## config.mk

```make
export PLATFORM = sky130hd
export DESIGN_NAME = wide_add_sequencer
export DESIGN_NICKNAME = d
export VERILOG_FILES = /design/src/rtl/wide_add_sequencer.sv
export SDC_FILE = /design/constraint.sdc
export NUM_CORES = 1
export LEC_CHECK = 0
export BUFFER_PORTS_ARGS = -buffer_cell sky130_fd_sc_hd__buf_2
export CAP_MARGIN = 20
export CORE_AREA = 2 2 135 137
export CTS_BUF_LIST = sky130_fd_sc_hd__clkbuf_8 sky130_fd_sc_hd__clkbuf_16
export CTS_CLUSTER_SIZE = 28
export DETAILED_ROUTE_END_ITERATION = 16
export DIE_AREA = 0 0 137 139
export GPL_TIMING_DRIVEN = 1
export PLACE_DENSITY_LB_ADDON = 0.2
export SLEW_MARGIN = 20
export SYNTH_ARGS = -nofsm -noshare
export SYNTH_HDL_FRONTEND = slang
export SYNTH_HIERARCHICAL = 1
export SYNTH_SLANG_ARGS = --single-unit
```

## constraint.sdc

```tcl
create_clock -name clk -period 4.7 [get_ports clk]
set_clock_uncertainty 0.2 [all_clocks]
set_input_delay 1.175 -clock clk [delete_from_list [all_inputs] [get_ports clk]]
set_output_delay 1.175 -clock clk [all_outputs]
set_load 0.005 [all_outputs]
```

## src/rtl/wide_add_sequencer.sv

```systemverilog
// Multi-cycle wide adder/subtractor: one N-bit carry-propagate slice reused
// over WORDS cycles, LSB chunk first, with valid/ready on both sides.

module wide_add_slice #(
  parameter int N = 16
) (
  input  logic [N-1:0] a,
  input  logic [N-1:0] b,
  input  logic         cin,
  output logic [N-1:0] s,
  output logic         cout
);
  assign {cout, s} = {1'b0, a} + {1'b0, b} + {{N{1'b0}}, cin};
endmodule

module wide_add_sequencer #(
  parameter int N     = 16,
  parameter int WORDS = 4
) (
  input  logic             clk,
  input  logic             rst,
  input  logic             in_valid,
  output logic             in_ready,
  input  logic [N*WORDS-1:0] a,
  input  logic [N*WORDS-1:0] b,
  input  logic             sub,
  output logic             out_valid,
  input  logic             out_ready,
  output logic [N*WORDS-1:0] sum,
  output logic             cout,
  output logic             overflow,
  output logic             busy
);
  localparam int IW = (WORDS > 1) ? $clog2(WORDS) : 1;

  typedef enum logic [1:0] {IDLE, RUN, DONE} state_t;

  state_t state, state_nxt;

  logic [WORDS-1:0][N-1:0] a_reg, b_reg, sum_reg;
  logic [IW-1:0]           idx;
  logic                    carry, cout_r, ovf_r;

  logic [N-1:0] sl_a, sl_b, sl_s;
  logic         sl_c, last;

  assign last = (idx == IW'(WORDS-1));

  // Chunk select is an explicit mux so the index width never has to match the array depth.
  always_comb begin
    sl_a = '0;
    sl_b = '0;
    for (int i = 0; i < WORDS; i++) begin
      if (idx == IW'(i)) begin
        sl_a = a_reg[i];
        sl_b = b_reg[i];
      end
    end
  end

  wide_add_slice #(.N(N)) u_slice (
    .a    (sl_a),
    .b    (sl_b),
    .cin  (carry),
    .s    (sl_s),
    .cout (sl_c)
  );

  always_ff @(posedge clk) begin
    if (rst) state <= IDLE;
    else     state <= state_nxt;
  end

  always_comb begin
    state_nxt = state;
    case (state)
      IDLE:    if (in_valid)  state_nxt = RUN;
      RUN:     if (last)      state_nxt = DONE;
      DONE:    if (out_ready) state_nxt = IDLE;
      default:                state_nxt = IDLE;
    endcase
  end

  always_comb begin
    in_ready  = (state == IDLE) && !rst;
    busy      = (state != IDLE);
    out_valid = (state == DONE);
  end

  // Subtraction is a + ~b + 1: invert b on capture and seed the carry with sub.
  always_ff @(posedge clk) begin
    if (rst) begin
      a_reg   <= '0;
      b_reg   <= '0;
      sum_reg <= '0;
      idx     <= '0;
      carry   <= 1'b0;
      cout_r  <= 1'b0;
      ovf_r   <= 1'b0;
    end else begin
      case (state)
        IDLE: if (in_valid && in_ready) begin
          a_reg <= a;
          b_reg <= sub ? ~b : b;
          carry <= sub;
          idx   <= '0;
        end
        RUN: begin
          for (int i = 0; i < WORDS; i++)
            if (idx == IW'(i)) sum_reg[i] <= sl_s;
          carry <= sl_c;
          idx   <= last ? '0 : idx + 1'b1;
          if (last) begin
            cout_r <= sl_c;
            ovf_r  <= (sl_a[N-1] == sl_b[N-1]) && (sl_s[N-1] != sl_a[N-1]);
          end
        end
        default: ;
      endcase
    end
  end

  assign sum      = sum_reg;
  assign cout     = cout_r;
  assign overflow = ovf_r;

endmodule

```

Yosys cells after proc, flatten, opt, wreduce, memory -nomap -nowiden

Index checks and enable logic that the tools add are counted.

Add/sub/neg operators: 3
$mul: 0
Div/mod/pow operators: 0
Order comparisons: 0
Eq/ne operators: 11
Shift operators: 0
Muxes and demuxes: 18
Bitwise gates (word level): 1
Reductions and logical operators: 15

Operators by type and width:

| cell                                                                     | number |
|---|---|
| 16-bit 2-to-1 mux                                                        | 8 |
| 64-bit 2-to-1 mux                                                        | 1 |
| 64-bit NOT                                                               | 1 |
| 16-bit by 16-bit adder with 17-bit output                                | 1 |
| 17-bit by 1-bit adder with 17-bit output                                 | 1 |
| 2-bit AND reduction                                                      | 6 |
| 2-bit 2-to-1 mux                                                         | 5 |
| 2-bit equality test (second input constant)                              | 3 |
| 2-bit one-hot mux with 3 select lines                                    | 1 |
| 2-bit by 1-bit equality test with 1-bit output (second input constant)   | 2 |
| 2-bit logical NOT                                                        | 2 |
| 2-bit by 1-bit inequality test with 1-bit output (second input constant) | 2 |
| 2-bit inequality test (second input constant)                            | 2 |
| 2-bit one-hot mux with 2 select lines                                    | 1 |
| 2-bit nonzero test                                                       | 2 |
| 1-bit logical AND                                                        | 3 |
| 3-bit AND reduction                                                      | 1 |
| 2-bit by 1-bit adder with 2-bit output (second input constant)           | 1 |
| 1-bit one-hot mux with 2 select lines                                    | 1 |
| 1-bit equality test                                                      | 1 |
| 1-bit logical NOT                                                        | 1 |
| 1-bit 2-to-1 mux                                                         | 1 |
| 1-bit inequality test                                                    | 1 |

Register bits after elaboration: 199
Bits in latches: 0
Memory bits (writable): 0
Memory bits (read-only): 0
Input bits: 133
Output and inout bits: 69
Word-level logic and storage cells: 65
Memories kept: 0

Depth between registers and ports, before layout

Gate-level depths: netlist of run 1.

Word-level depth: 9
Depth in mapped cells: 18
Depth with buffers taken out: 15

Hierarchy

Netlist of run 1, hierarchy kept.

By module, submodules not included:

| module             | instances | cells each | area each (µm²) | seq. area each (µm²) |
|---|---|---|---|---|
| wide_add_sequencer | 1         | 1,101      | 8,784.7         | 3,983.8 |
| wide_add_slice     | 1         | 91         | 726.9           | 0.0 |

Worst setup path before layout of run 1

Ideal clock, no wire load.

Path kind: register to register
From: register idx[0]
To: register sum_reg, in the netlist sum[14]
Setup time: 70 ps
Arrival time: 3,657 ps
Data required time: 4,430 ps
Path slack: 773 ps
Stages on the path, launching flop included: 18
Path buffers: 2
Clock period less this slack: 3,927 ps
Cells stage by stage: dfxtp_1 -> inv_1 -> ha_1 -> clkbuf_1 -> clkbuf_1 -> nand3b_1 -> a21oi_1 -> a21oi_1 -> o21ai_0 -> fa_1 -> fa_1 -> a21o_4 -> a311oi_2 -> nor3_1 -> or2_4 -> a221oi_1 -> nand2_1 -> a21oi_1

Cells in the longest elaborated chain, start to end: 7
Elaborated cells between the ends (all ways): 15

RTL lines:

| element                                     | line | text |
|---|---|---|
| start: declaration                          | 41   | `logic [IW-1:0] idx;` |
| start signal: assignment                    | 112  | `idx <= last ? '0 : idx + 1'b1;` |
| 2-bit logical NOT                           | 54   | `if (idx == IW'(i)) begin` |
| 16-bit 2-to-1 mux (3 in series)             | 54   |  |
| 16-bit 2-to-1 mux *                         | 54   |  |
| via sl_a[0]                                 | 44   | `logic [N-1:0] sl_a, sl_b, sl_s;` |
| 16-bit by 16-bit adder with 17-bit output * | 13   | `assign {cout, s} = {1'b0, a} + {1'b0, b} + {{N{1'b0}}, cin};` |
| 17-bit by 1-bit adder with 17-bit output *  | 13   |  |
| via sl_s[14]                                | 44   |  |
| end signal: indexed assignment              | 110  | `if (idx == IW'(i)) sum_reg[i] <= sl_s;` |
| end: declaration                            | 40   | `logic [WORDS-1:0][N-1:0] a_reg, b_reg, sum_reg;` |

Mark *: on every way through the listed nets, which the timed path passes. The rest lies on a longest branch.
A chain may end at the register's enable or synchronous reset.

Worst setup path after layout of run 1

From: register idx[0]
To: register sum_reg, in the netlist sum[30]

Same word-level chain as after synthesis.

==> results of run 1 <==
==> layout make-up <==
class | instances | area, um2
fillers | 1625 | 6560
multi-input cells | 892 | 5090
flip-flops and latches | 199 | 3980
repair buffers | 214 | 1150
clock buffers | 18 | 439
well taps | 229 | 287
clock inverters | 14 | 138
inverters | 4 | 15.0
==> per-layer routing <==
metal  part of all wire [%]  track usage [%]  wire, um  up-vias
met2                     46             44.1     11900      302
li1                       -                -         -     4274
met1                     45             36.5     11500     3893
met4                    2.2             8.84       572        0
met5                      0                0         0        -
met3                    6.6             5.12      1690       37
==> worst paths after layout <==
path                                      startpoint              endpoint  slack (ps)  cells past startpoint
worst min register to register  sum[42]$_SDFFE_PP0P_  sum[42]$_SDFFE_PP0P_         250                      2
worst max register to register   idx[0]$_SDFFE_PP0P_  sum[30]$_SDFFE_PP0P_         400                     15
worst max-delay path             idx[0]$_SDFFE_PP0P_  sum[30]$_SDFFE_PP0P_         400                     15
worst min-delay path            sum[42]$_SDFFE_PP0P_  sum[42]$_SDFFE_PP0P_         250                      2
==> stage by stage <==
stage | area, um2 | total power, uW | utilization [%] | worst slack (ps) | std cells
floorplan | 9510 | 2380 | - | 773 | 1192
global placement | 10500 | 2620 | 59.6 | 535 | 1538
detailed placement | 10500 | 2630 | 59.6 | 425 | 1538
CTS | 11100 | 4050 | 62.8 | 397 | 1570
global route | 11100 | 4210 | 62.8 | 31.9 | 1570
finish | 11100 | 4050 | 62.8 | 398 | 1570
==> power breakdown <==
part           internal, uW  leakage [uW]  switching (uW)
combinational           285       0.00271             436
clock                   760      0.000284             689
sequential             1800       0.00163            77.1
total                  2850       0.00462            1200
==> Yosys cell counts, types with 2 or more instances <==
master / n / area share, %
nand2_1: 335 / 13
dfxtp_1: 199 / 42
nand3b_1: 159 / 13
a21oi_1: 137 / 7.2
o21ai_0: 96 / 5.1
xnor2_1: 68 / 6.3
clkbuf_1: 50 / 2.0
buf_2: 33 / 1.7
ha_1: 19 / 2.5
xor2_1: 9 / 0.83
buf_1: 8 / 0.32
and2_1: 6 / 0.39
nor2_1: 5 / 0.20
a21o_1: 4 / 0.32
a31oi_1: 4 / 0.26
buf_6: 4 / 0.47
inv_1: 4 / 0.16
nand3_1: 4 / 0.21
nor2b_1: 4 / 0.26
o21ai_1: 3 / 0.16
a211oi_2: 2 / 0.26
a311oi_1: 2 / 0.18
a311oi_2: 2 / 0.32
and3_1: 2 / 0.13
buf_4: 2 / 0.16
fa_1: 2 / 0.42
nand2b_1: 2 / 0.13
nor3_1: 2 / 0.11
nor3b_2: 2 / 0.26
o211ai_1: 2 / 0.16
o21bai_1: 2 / 0.16
o31ai_1: 2 / 0.16
or2_2: 2 / 0.13
==> critical path: cells and delay by family (launching register included) <==
kind / cells / cell delay [ps]
simple gates: 4 / 590
compound gates: 7 / 1530
fa+ha+maj: 3 / 1290
flops: 1 / 410
buf+inv: 1 / 210
==> layout by cell type (no fill, tap or decap), drive strengths merged, types with 3 or more instances in the layout <==
cell type,n
nor2b,4
a211oi,3
nand3,4
a21o,5
inv,11
a31oi,4
and2,6
dfxtp,199
nand3b,159
buf,214
nor3,3
clkinv,5
or2,3
o21ai,99
nand2,335
ha,19
a21oi,137
o21bai,3
clkbuf,18
xor2,9
a311oi,4
nor2,5
xnor2,68
==> cells by family after synthesis <==
group	Yosys count	share of synthesized area [%]
xor+xnor	77	7.09
flops	199	41.9
fa+ha+maj	21	2.92
buf+inv	101	4.81
compound gates	266	15.3
simple gates	528	28.0
==> flow_summary.toml, run 1 <==
[synthesis]
async_reset_ff_share_pct = 0
synth_cell_types = 48
synth_edf_count = 0
synth-seq-area-share_pct = 41.9
synth_flop_cell = "dfxtp_1"
ys_ff_latch = 199
synth_area_mm2 = 0.00951
netlist_instances = 1192
synth_nets = 1346
syn_avg_cell_area_um2 = 7.98
yosysWarnings = 6

[power]
p_leak_uw = 0.00462
powerDensity_mw_per_mm2 = 365
ir_drop_uv = 269

[cts]
hold_buffers = 0
clk_transition_reported_paths_ps = 70
cts_buffers = 17
clk_latency_ps = 440
post-cts-setup-buffers = 0
cts_tree = "built"
cts.sinks = 199
cts_htree_levels = 4
root_buffer = "clkbuf_16"
cts.repair.resized = 0
clock_path_buffers = 2

[setup_path]
critical_path_class = "register to register"
cp_max_fo = 32
cp-end-kind = "register"
critical_path.cell_chain = "ha_2 > buf_12 > nand3b_1 > a21oi_1 > a21oi_1 > o21ai_0 > fa_1 > fa_1 > a21o_4 > a311oi_2 > nor3_1 > or2_4 > a221oi_1 > nand2_1 > a21oi_1"
critPathRequiredTime_ps = 4860
cp-start-kind = "register"
cp_slowest_cell = "a221oi_1"
cp_common_cell = "a21oi_1"
crit_arrival_ps = 4460
critPathMaxStageDelay_ps = 520

[layout]
diodes = 0
drive_above_1_share_pct = 19.7
area_growth_pct = 16.6
nets = 1482

[die]
die_width_um = 137
initial_core_util_pct = 53.9
std_cell_rows = 49
io_pins = 202
core_mm2 = 0.0177
die_h_um = 139
design.die.area_mm2 = 0.0190

[grt]
grt_pass1_vias = 8052
overflow = 0
grt_start_max_net_pins = 106
grt_pass1_wl_um = 40900
grt_antenna_before_repair = 0
grt_usage_pct = 27.2

[flow_run]
drv_cap = 0

[detailed_routing]
route.vias.total = 8506
wl_per_cell_um = 16.4
drc_errors = 0
drtAntennaViolNets = 0
drtIter0Drc = 602
vias_per_cell = 5.42
dr.pass1.iters = 5
routed_wl_um = 25700

[sta]
hold_violations = 0
setup_viol = 0
period_needed_ps = 4300
relSlewSlack_pct = 33.4
grt_setup_unrepaired = "no"
finalHoldWorstSlack_ps = 253
period_share_pct = 91.5
max_freq_mhz = 232
maxSlewViolCount = 0
tightest_slew_ps = 999
setup_tns_ps = 0

[placed_design]
place_congestion = 0.901
io_buffers = 201
dpl.hpwl_um = 18300

[worst_hold_path]
hp-class = "register to register"

[outcome]
outcome = "completed"
Note: power is estimated with default switching activity, not from simulation.
==> run 2: changes to the inputs <==
--- a/config.mk
+++ b/config.mk
@@ -7,11 +7,11 @@
 export LEC_CHECK = 0
 export BUFFER_PORTS_ARGS = -buffer_cell sky130_fd_sc_hd__buf_2
 export CAP_MARGIN = 20
-export CORE_AREA = 2 2 135 137
+export CORE_AREA = 2 2 141 143
 export CTS_BUF_LIST = sky130_fd_sc_hd__clkbuf_8 sky130_fd_sc_hd__clkbuf_16
 export CTS_CLUSTER_SIZE = 28
 export DETAILED_ROUTE_END_ITERATION = 16
-export DIE_AREA = 0 0 137 139
+export DIE_AREA = 0 0 143 145
 export GPL_TIMING_DRIVEN = 1
 export PLACE_DENSITY_LB_ADDON = 0.2
 export SLEW_MARGIN = 20
==> constraint.sdc (replaced) <==
create_clock -name clk -period 3.9 [get_ports clk]
set_clock_uncertainty 0.2 [all_clocks]
set_input_delay 0.78 -clock clk [delete_from_list [all_inputs] [get_ports clk]]
set_output_delay 0.78 -clock clk [all_outputs]
set_load 0.005 [all_outputs]
==> run 2 against run 1 <==
Net effect:
- routed wire length fell by 0.54%
- critical path depth rose by 2
- highest routed layer unchanged
- power rose by 21%
- global-route usage fell by 2.9 points
- register-to-register slack got worse by 260 ps
- via count fell by 0.68%
- largest power group unchanged
- setup slack got worse by 260 ps
==> flow_summary.toml, run 2 (same netlist as run 1, synthesis figures left out) <==
[flow_run]
drv_cap = 0

[power]
powerDensity_mw_per_mm2 = 431
sequentialPowerShare_pct = 46.2
p_leak_uw = 0.00475
ir_drop_uv = 306
p_comb_share_pct = 19.3
finalPower_uw = 4900
power.switching_uw = 1440
clkPwrFrac_pct = 34.6
switching_share_pct = 29.4
p_int_uw = 3460

[layout]
layout_common_cells = "nand2_1, buf_2, dfxtp_1"
fin_cells = 1628
fillCellCount = 1828
final_common_cell = "nand2_1"
fin_area_mm2 = 0.0114
area_growth_pct = 19.7
nets = 1504
drive_above_1_share_pct = 21.4

[detailed_routing]
drtIter0Drc = 657
drtAntennaViolNets = 0
drc_errors = 0
dr.pass1.iters = 6
wl_per_cell_um = 15.7
route.vias.total = 8448
routed_wl_um = 25500
vias_per_cell = 5.19

[setup_path]
critical_path_class = "register to register"
cp_max_fo = 19
crit_arrival_ps = 3910
critical_path.cell_chain = "inv_1 > ha_2 > buf_6 > nand3b_1 > a21oi_1 > a21oi_1 > o21ai_0 > ha_1 > buf_4 > a21oi_1 > o22ai_1 > nor2_1 > o21ai_1 > xor2_1 > inv_1 > or3_1 > a311oi_2"
cp-start-kind = "register"
cp_common_cell = "a21oi_1"
critPathMaxStageDelay_ps = 380
cp_top_family = "compound AO/OA/AOI/OAI gates"
cp_slowest_cell = "or3_1"
cp-end-kind = "register"
critPathRequiredTime_ps = 4050
critPathBufInv = 4

[die]
std_cell_rows = 51
io_pins = 202
design.die.area_mm2 = 0.0207
die_h_um = 145
core_mm2 = 0.0192
initial_core_util_pct = 49.5
die_width_um = 143

[cts]
cts_htree_levels = 4
cts.sinks = 199
hold_buffers = 0
cts_buffers = 17
clk_latency_ps = 430
root_buffer = "clkbuf_16"
cts_tree = "built"
clk_transition_reported_paths_ps = 70
clock_path_buffers = 2

[grt]
grt_usage_pct = 24.4
grt_pass1_wl_um = 40000
grt_antenna_before_repair = 1
overflow = 0
grt_pass1_vias = 7786
grt_start_max_net_pins = 87

[worst_hold_path]
hp-class = "register to register"

[outcome]
outcome = "completed"

[sta]
period_needed_ps = 3760
setup_tns_ps = 0
max_freq_mhz = 266
relSlewSlack_pct = 35.3
worst_slack_ps = 139
hold_violations = 0
maxSlewViolCount = 0
setup_viol = 0
tightest_slew_ps = 971
period_share_pct = 96.4

[placed_design]
place_congestion = 0.865
io_buffers = 201
place_area_mm2 = 0.0107
dp.cells = 1594
dp_slack_ps = 81.6
dpl.hpwl_um = 18200
## run 2: power groups by stage
stage	registers [uW]	clock network (uW)	logic, uW
2_1_floorplan	2280	0	593
4_1_cts	2260	1710	910
6_report	2260	1700	944
3_5_place_dp	2310	0	906
3_3_place_gp	2310	0	897
5_1_grt	2280	1800	1040
## run 2: metal layers
| metal | routed length (um) | up-vias | global-route usage, % |
|---|---|---|---|
| met1 | 11900 | 3850 | 33.7 |
| met3 | 1360 | 35 | 3.33 |
| met2 | 11700 | 234 | 39.4 |
| met5 | 0 | - | 0 |
| li1 | - | 4329 | - |
| met4 | 593 | 0 | 7.38 |
## run 2: repair_timing
| action | CTS | global route |
|---|---|---|
| setup endpoints to repair | 0 | 17 |
| resized for setup | 0 | 31 |
| hold endpoints to repair | 0 | 0 |
| buffers inserted | 0 | 2 |
## run 2: worst min-delay path: stages, from the launching register on
cell and delay, ps:
dfxtp_1 310, nand2_1 50, a21oi_1 50
## run 2: final timing paths
path / from / endpoint / slack (ps) / cells past startpoint
hold / removal: sum[43]$_SDFFE_PP0P_ / sum[43]$_SDFFE_PP0P_ / 250 / 2
setup / recovery: idx[0]$_SDFFE_PP0P_ / overflow$_SDFFE_PP0P_ / 140 / 17
hold reg to reg: sum[43]$_SDFFE_PP0P_ / sum[43]$_SDFFE_PP0P_ / 250 / 2
setup reg to reg: idx[0]$_SDFFE_PP0P_ / overflow$_SDFFE_PP0P_ / 140 / 17
## run 2: stage by stage
stage / util, % / hold WS [ps]
floorplan: - / 250
global placement: 55.8 / 239
detailed placement: 55.8 / 244
CTS: 58.7 / 253
global route: 59.2 / 269
finish: 59.3 / 250
## run 2: area by class of cell
type | instances | area [um2] | area share (%)
inverters | 4 | 15.0 | 0.132
flip-flops and latches | 199 | 3990 | 35.0
diodes | 1 | 2.50 | 0.0220
multi-input cells | 892 | 5150 | 45.3
clock inverters | 14 | 128 | 1.12
well taps | 265 | 332 | 2.91
clock buffers | 17 | 425 | 3.74
repair buffers | 236 | 1340 | 11.8
